--- src/rtl/aes_pipe_ctrl_pkg.sv ---
// Shared definitions for the AES pipeline controller: block width, latency defaults,
// controller state encoding and the two-way round-robin pick function.
package aes_ctrl_pkg;

  localparam int AES_BLK_W    = 128;
  localparam int PIPE_LAT_DEF = 10;
  localparam int KEY_LAT_DEF  = 10;

  typedef enum logic [1:0] {
    NOKEY   = 2'd0,
    RUN     = 2'd1,
    DRAIN   = 2'd2,
    KEYLOAD = 2'd3
  } ctrl_state_t;

  // last = index of the requester granted most recently; the other one wins a tie
  function automatic logic [1:0] rr_pick(input logic [1:0] req, input logic last);
    logic [1:0] g;
    case (req)
      2'b01:   g = 2'b01;
      2'b10:   g = 2'b10;
      2'b11:   g = last ? 2'b01 : 2'b10;
      default: g = 2'b00;
    endcase
    return g;
  endfunction

endpackage

--- src/rtl/aes_pipe_ctrl_rr_arb.sv ---
// Two-way round-robin arbiter (module aes_ctrl_rr_arb); the last-grant pointer only
// moves when the granted block is actually accepted.
module aes_ctrl_rr_arb
  import aes_ctrl_pkg::*;
(
  input  logic       clk,
  input  logic       rst,
  input  logic [1:0] i_req,
  input  logic       i_advance,
  output logic [1:0] o_grant
);

  logic r_last;

  assign o_grant = rr_pick(i_req, r_last);

  // Pointer resets to requester 1 so requester 0 takes the first tie
  always_ff @(posedge clk) begin
    if (rst) begin
      r_last <= 1'b1;
    end else if (i_advance) begin
      r_last <= o_grant[1];
    end else begin
      r_last <= r_last;
    end
  end

endmodule

--- src/rtl/aes_pipe_ctrl.sv ---
// AES pipeline front-end: key sequencing, two-requester arbitration and response tagging.
// Optional statistics counters are built when AES_PIPE_CTRL_STATS_EN is defined.
module aes_pipe_ctrl
  import aes_ctrl_pkg::*;
#(
  parameter int PIPE_LAT = PIPE_LAT_DEF,
  parameter int KEY_LAT  = KEY_LAT_DEF,
  parameter int TAG_W    = 4
) (
  input  logic                 clk,
  input  logic                 rst,
  input  logic                 req0_valid,
  output logic                 req0_ready,
  input  logic [AES_BLK_W-1:0] req0_data,
  input  logic [TAG_W-1:0]     req0_tag,
  input  logic                 req1_valid,
  output logic                 req1_ready,
  input  logic [AES_BLK_W-1:0] req1_data,
  input  logic [TAG_W-1:0]     req1_tag,
  input  logic                 key_valid,
  output logic                 key_ready,
  input  logic [AES_BLK_W-1:0] key_in,
  output logic [AES_BLK_W-1:0] pipe_data,
  output logic [AES_BLK_W-1:0] pipe_key,
  input  logic [AES_BLK_W-1:0] pipe_out,
  output logic                 rsp_valid,
  output logic                 rsp_src,
  output logic [TAG_W-1:0]     rsp_tag,
  output logic [AES_BLK_W-1:0] rsp_data
`ifdef AES_PIPE_CTRL_STATS_EN
  ,
  output logic [31:0]          stat_blocks,
  output logic [15:0]          stat_rekeys
`endif
);

  localparam int KCW = $clog2(KEY_LAT + 1);
  localparam int IFW = $clog2(PIPE_LAT + 1);

  ctrl_state_t          r_state;
  ctrl_state_t          w_state_nxt;
  logic [KCW-1:0]       r_kcnt;
  logic [IFW-1:0]       r_inflight;
  logic                 w_key_rdy;
  logic                 w_acc_en;
  logic                 w_key_hs;
  logic [1:0]           w_req;
  logic [1:0]           w_grant;
  logic                 w_acc;
  logic                 w_acc_src;
  logic [TAG_W-1:0]     w_acc_tag;
  logic [AES_BLK_W-1:0] w_acc_data;

  logic                 r_sr_vld [PIPE_LAT];
  logic                 r_sr_src [PIPE_LAT];
  logic [TAG_W-1:0]     r_sr_tag [PIPE_LAT];

  logic                 r_rsp_valid;
  logic                 r_rsp_src;
  logic [TAG_W-1:0]     r_rsp_tag;
  logic [AES_BLK_W-1:0] r_pipe_data;
  logic [AES_BLK_W-1:0] r_pipe_key;

  // Next-state and handshake enables; reset masks every ready in the reset cycle
  always_comb begin
    w_state_nxt = r_state;
    w_key_rdy   = 1'b0;
    w_acc_en    = 1'b0;
    case (r_state)
      NOKEY: begin
        w_key_rdy = 1'b1;
        if (key_valid) w_state_nxt = KEYLOAD;
        else           w_state_nxt = NOKEY;
      end
      RUN: begin
        if (key_valid) w_state_nxt = DRAIN;
        else           w_acc_en    = 1'b1;
      end
      DRAIN: begin
        w_key_rdy = (r_inflight == '0);
        if (key_valid && w_key_rdy) w_state_nxt = KEYLOAD;
        else                        w_state_nxt = DRAIN;
      end
      KEYLOAD: begin
        if (r_kcnt == KCW'(KEY_LAT - 1)) w_state_nxt = RUN;
        else                             w_state_nxt = KEYLOAD;
      end
      default: w_state_nxt = NOKEY;
    endcase
    if (rst) begin
      w_key_rdy = 1'b0;
      w_acc_en  = 1'b0;
    end else begin
      w_key_rdy = w_key_rdy;
      w_acc_en  = w_acc_en;
    end
  end

  assign w_key_hs   = key_valid & w_key_rdy;
  assign w_req      = {req1_valid, req0_valid} & {2{w_acc_en}};
  assign w_acc      = |w_grant;
  assign w_acc_src  = w_grant[1];
  assign w_acc_tag  = w_grant[1] ? req1_tag  : req0_tag;
  assign w_acc_data = w_grant[1] ? req1_data : req0_data;

  aes_ctrl_rr_arb u_arb (
    .clk       (clk),
    .rst       (rst),
    .i_req     (w_req),
    .i_advance (w_acc),
    .o_grant   (w_grant)
  );

  // Controller state and key-load cycle counter
  always_ff @(posedge clk) begin
    if (rst) begin
      r_state <= NOKEY;
      r_kcnt  <= '0;
    end else begin
      r_state <= w_state_nxt;
      r_kcnt  <= (r_state == KEYLOAD) ? r_kcnt + KCW'(1) : '0;
    end
  end

  // Data and key registers feeding the pipeline
  always_ff @(posedge clk) begin
    if (rst) begin
      r_pipe_data <= '0;
      r_pipe_key  <= '0;
    end else begin
      if (w_acc)    r_pipe_data <= w_acc_data;
      if (w_key_hs) r_pipe_key  <= key_in;
    end
  end

  // Source/tag shadow pipeline; the response register adds the final edge of latency
  always_ff @(posedge clk) begin
    if (rst) begin
      for (int i = 0; i < PIPE_LAT; i++) begin
        r_sr_vld[i] <= 1'b0;
        r_sr_src[i] <= 1'b0;
        r_sr_tag[i] <= '0;
      end
      r_rsp_valid <= 1'b0;
      r_rsp_src   <= 1'b0;
      r_rsp_tag   <= '0;
    end else begin
      r_sr_vld[0] <= w_acc;
      r_sr_src[0] <= w_acc_src;
      r_sr_tag[0] <= w_acc_tag;
      for (int i = 1; i < PIPE_LAT; i++) begin
        r_sr_vld[i] <= r_sr_vld[i-1];
        r_sr_src[i] <= r_sr_src[i-1];
        r_sr_tag[i] <= r_sr_tag[i-1];
      end
      r_rsp_valid <= r_sr_vld[PIPE_LAT-1];
      r_rsp_src   <= r_sr_src[PIPE_LAT-1];
      r_rsp_tag   <= r_sr_tag[PIPE_LAT-1];
    end
  end

  // Blocks in flight, counted from acceptance until their response cycle ends
  always_ff @(posedge clk) begin
    if (rst) begin
      r_inflight <= '0;
    end else begin
      case ({w_acc, r_rsp_valid})
        2'b10:   r_inflight <= r_inflight + IFW'(1);
        2'b01:   r_inflight <= r_inflight - IFW'(1);
        default: r_inflight <= r_inflight;
      endcase
    end
  end

`ifdef AES_PIPE_CTRL_STATS_EN
  logic [31:0] r_stat_blocks;
  logic [15:0] r_stat_rekeys;

  // Free-running event counters, wrapping at all ones
  always_ff @(posedge clk) begin
    if (rst) begin
      r_stat_blocks <= 32'd0;
      r_stat_rekeys <= 16'd0;
    end else begin
      if (w_acc)    r_stat_blocks <= r_stat_blocks + 32'd1;
      if (w_key_hs) r_stat_rekeys <= r_stat_rekeys + 16'd1;
    end
  end

  assign stat_blocks = r_stat_blocks;
  assign stat_rekeys = r_stat_rekeys;
`endif

  assign req0_ready = w_grant[0];
  assign req1_ready = w_grant[1];
  assign key_ready  = w_key_rdy;
  assign pipe_data  = r_pipe_data;
  assign pipe_key   = r_pipe_key;
  assign rsp_valid  = r_rsp_valid;
  assign rsp_src    = r_rsp_src;
  assign rsp_tag    = r_rsp_tag;
  assign rsp_data   = pipe_out;

endmodule

--- config.mk ---
export PLATFORM = sky130hd
export DESIGN_NAME = aes_pipe_ctrl
export DESIGN_NICKNAME = d
export VERILOG_FILES = /design/src/rtl/aes_pipe_ctrl_pkg.sv /design/src/rtl/aes_pipe_ctrl_rr_arb.sv /design/src/rtl/aes_pipe_ctrl.sv
export SDC_FILE = /design/constraint.sdc
export NUM_CORES = 1
export LEC_CHECK = 0
export BUFFER_PORTS_ARGS = -buffer_cell sky130_fd_sc_hd__buf_2
export CAP_MARGIN = 10
export CORE_AREA = 2 2 354 356
export DETAILED_ROUTE_END_ITERATION = 10
export DIE_AREA = 0 0 356 358
export MAX_ROUTING_LAYER = met4
export PLACE_DENSITY = 0.36
export RECOVER_POWER = 25
export SYNTH_ARGS = -nofsm -noshare
export SYNTH_HDL_FRONTEND = slang
export SYNTH_HIERARCHICAL = 1
export SYNTH_SLANG_ARGS = --single-unit
--- constraint.sdc ---
create_clock -name clk -period 6.9 [get_ports clk]
set_input_delay 2.07 -clock clk [delete_from_list [all_inputs] [get_ports clk]]
set_output_delay 2.07 -clock clk [all_outputs]
set_load 0.05 [all_outputs]
==> out/qor.yml <==
drtIter0Drc: 628
grt_pass1_vias: 11599
tightestPinTransition_ps: 3270
yosysSeqAreaShare_pct: 49.8
layout.cells.non_filler: 3757
violations: "capacitance limit, slew limit"
finalCriticalPeriod_ps: 5560
postCtsResizedCells: 0
cts_tree: "done"
synth_area_leaders: "dfxtp_1, mux2i_1, a21oi_1"
p_leak_nw: 7.95
fmax_mhz: 180
fin_util_pct: 15.4
ys_warn_count: 6
cp-start-kind: "primary input"
whs_ps: 429
p_sw_share_pct: 28.2
r2r-end: "pipe_key[95]"
rsz0062_at_grt: "no"
synth_seq_cells: 333
holdCritPathClass: "flip-flop to flip-flop"
multi_input_area_sq_um: 5320
final_common_cell: "buf_2"
power_frac_comb_pct: 12.5
clk_latency_ps: 600
final_cell_mix: "buf_2, dfxtp_1, nor2_1"
ioPinCount: 918
p_switching_mw: 1.44
nets: 2601
powerDensity_nw_per_um2: 269
setup_viol: 0
slowest_delay_ps: 360
path_cells: "buf_8 -> nor4b_1 -> and2_1 -> a21boi_4 -> buf_2"
crit_family: "simple AND/OR/NAND/NOR gates"
drc: 0
wl_per_cell_um: 16.3
hp-start: "r_sr_src[9]"
nFillCells: 14227
finalHoldViolations: 0
min_path_cells: 1
place_congestion: 0.748
clk_path_buf_depth: 3
final_antenna_net_count: 0
grt_usage_pct: 9.22
total_power_mw: 5.10
initial_core_util_pct: 10.9
syn_to_final_growth_pct: 41.5
status: "finished, violations left"
critPathMaxFanout: 61
dr.pass1.iters: 4
port_buffers: 661
dpl_worst_slack_ps: 1350
crit_buf_inv: 2
slew_headroom_pct: -118
clock-sinks: 333
synth_top_area_share_pct: 49.8
slew_viol_final: 206
placed_area_sq_um: 17500
place_inst: 3662
p_int_mw: 3.66
avgSynthCellArea_sq_um: 8.42
cts_buffers: 44
antenna_found_initial: 44
synth_area_leader_cell: "dfxtp_1"
fin_crit_sh_pct: 80.6
drt-total-wl_um: 61100
fin_worst_skew_ps: 13.7
synth_cell_types: 31
grt-ovfl-total: 0
coreArea_sq_um: 123000
dieArea_sq_um: 127000
cp.required_ps: 4830
fin_tns_setup_ps: 0
synth_cells: 1591
grt_pass1_wl_um: 83100
criticalPathCategory: "primary input to primary output"
setup_slack_ps: 1340
cp_slowest_cell: "nor4b_1"
fp.dieW_um: 356
max-vdd-ir-drop_uv: 137
vias: 12214
via_per_inst: 3.25
cp.arrival_ps: 3490
rows: 129
r2r-start: "r_inflight[0]"
syn_nets: 2121
clk_pin_slew_worst_paths_ps: 60
cp.depth: 5
ff2ff_setup_slack_ps: 2590
grt_max_degree: 177
synth_area_sq_um: 13400
dp_hpwl_um: 46600
cts_hold_buf: 0
cts-root-buf: "clkbuf_16"
drive_above_1_share_pct: 31.0
hold_path_end: "rsp_src"
cts_setup_buffers: 0
final_area_sq_um: 18900
endpoint_kind: "primary output"
rr_worst_depth: 5
max-cap-violations: 2
seq_area_sq_um: 6670
seq_power_share_pct: 39.8
die_h_um: 358
pwr-share-clk_pct: 47.7
htreeDepth: 2
-- kinds of logic (layout without fill, tap and decap cells) --
kind of cell / Yosys count / after routing / synth area share [%]
AND/OR/NAND/NOR: 603 / 603 / 18.5
flip-flops: 333 / 333 / 49.8
AO/OA/AOI/OAI: 269 / 269 / 10.2
buffers and inverters: 242 / 756 / 10.7
multiplexers: 134 / 134 / 10.0
adder cells (fa/ha/maj): 5 / 5 / 0.467
XOR/XNOR: 5 / 5 / 0.327
other: 0 / 15 / 0
-- Yosys cell counts (all sizes together) --
cell type,count
dfxtp,333
nor2,270
a21oi,259
nand2,257
buf,165
mux2i,133
clkbuf,73
nor2b,64
ha,5
inv,4
o21ai,4
xor2,4
a21boi,2
and2,2
nand3b,2
nor3b,2
nor4b,2
a211o,1
a211oi,1
and4b,1
mux2,1
nand3,1
nor4bb,1
o31ai,1
o41ai,1
or3,1
xnor2,1
-- per-layer routing --
layer	wire (um)	vias to the layer above	global-route usage [%]
li1	-	6028	-
met4	1570	0	2.31
met2	26700	668	13.9
met3	7810	112	4.98
met1	25000	5406	10.6
met5	0	-	-
-- state kept, by name (all words and copies together) (netlist names) --
| register | count |
|---|---|
| pipe_data | 128 |
| pipe_key | 128 |
| r_sr_tag | 40 |
| r_sr_src | 10 |
| r_sr_vld | 10 |
| r_inflight | 4 |
| r_kcnt | 4 |
| rsp_tag | 4 |
| r_state | 2 |
| rsp_src | 1 |
| rsp_valid | 1 |
| u_arb/r_last | 1 |
-- power groups by stage --
stage          Sequential (mW)  Combinational [mW]  Clock (mW)
2_1_floorplan             2.28               0.373           0
3_3_place_gp              2.07               0.657           0
3_5_place_dp              2.07               0.656           0
4_1_cts                   2.03               0.658        2.55
5_1_grt                   2.03               0.692        2.62
6_report                  2.03               0.640        2.43
-- worst max-delay path by stage --
stage,startpoint,to
after floorplan,rst,r_inflight[3]
after global placement,rst,req1_ready
after detailed placement,rst,req1_ready
after CTS,rst,req1_ready
after global routing,rst,pipe_data[71]
final,rst,req1_ready
-- final cells by class --
| class | instances | share of cell area [%] |
|---|---|---|
| well taps | 1637 | 10.8 |
| repair buffers | 672 | 17.5 |
| clock buffers | 62 | 6.75 |
| multi-input cells | 1016 | 28.1 |
| inverters | 4 | 0.0792 |
| flip-flops and latches | 333 | 35.2 |
| clock inverters | 18 | 1.34 |
| diodes | 15 | 0.198 |
(Power assumes the default switching activity.)
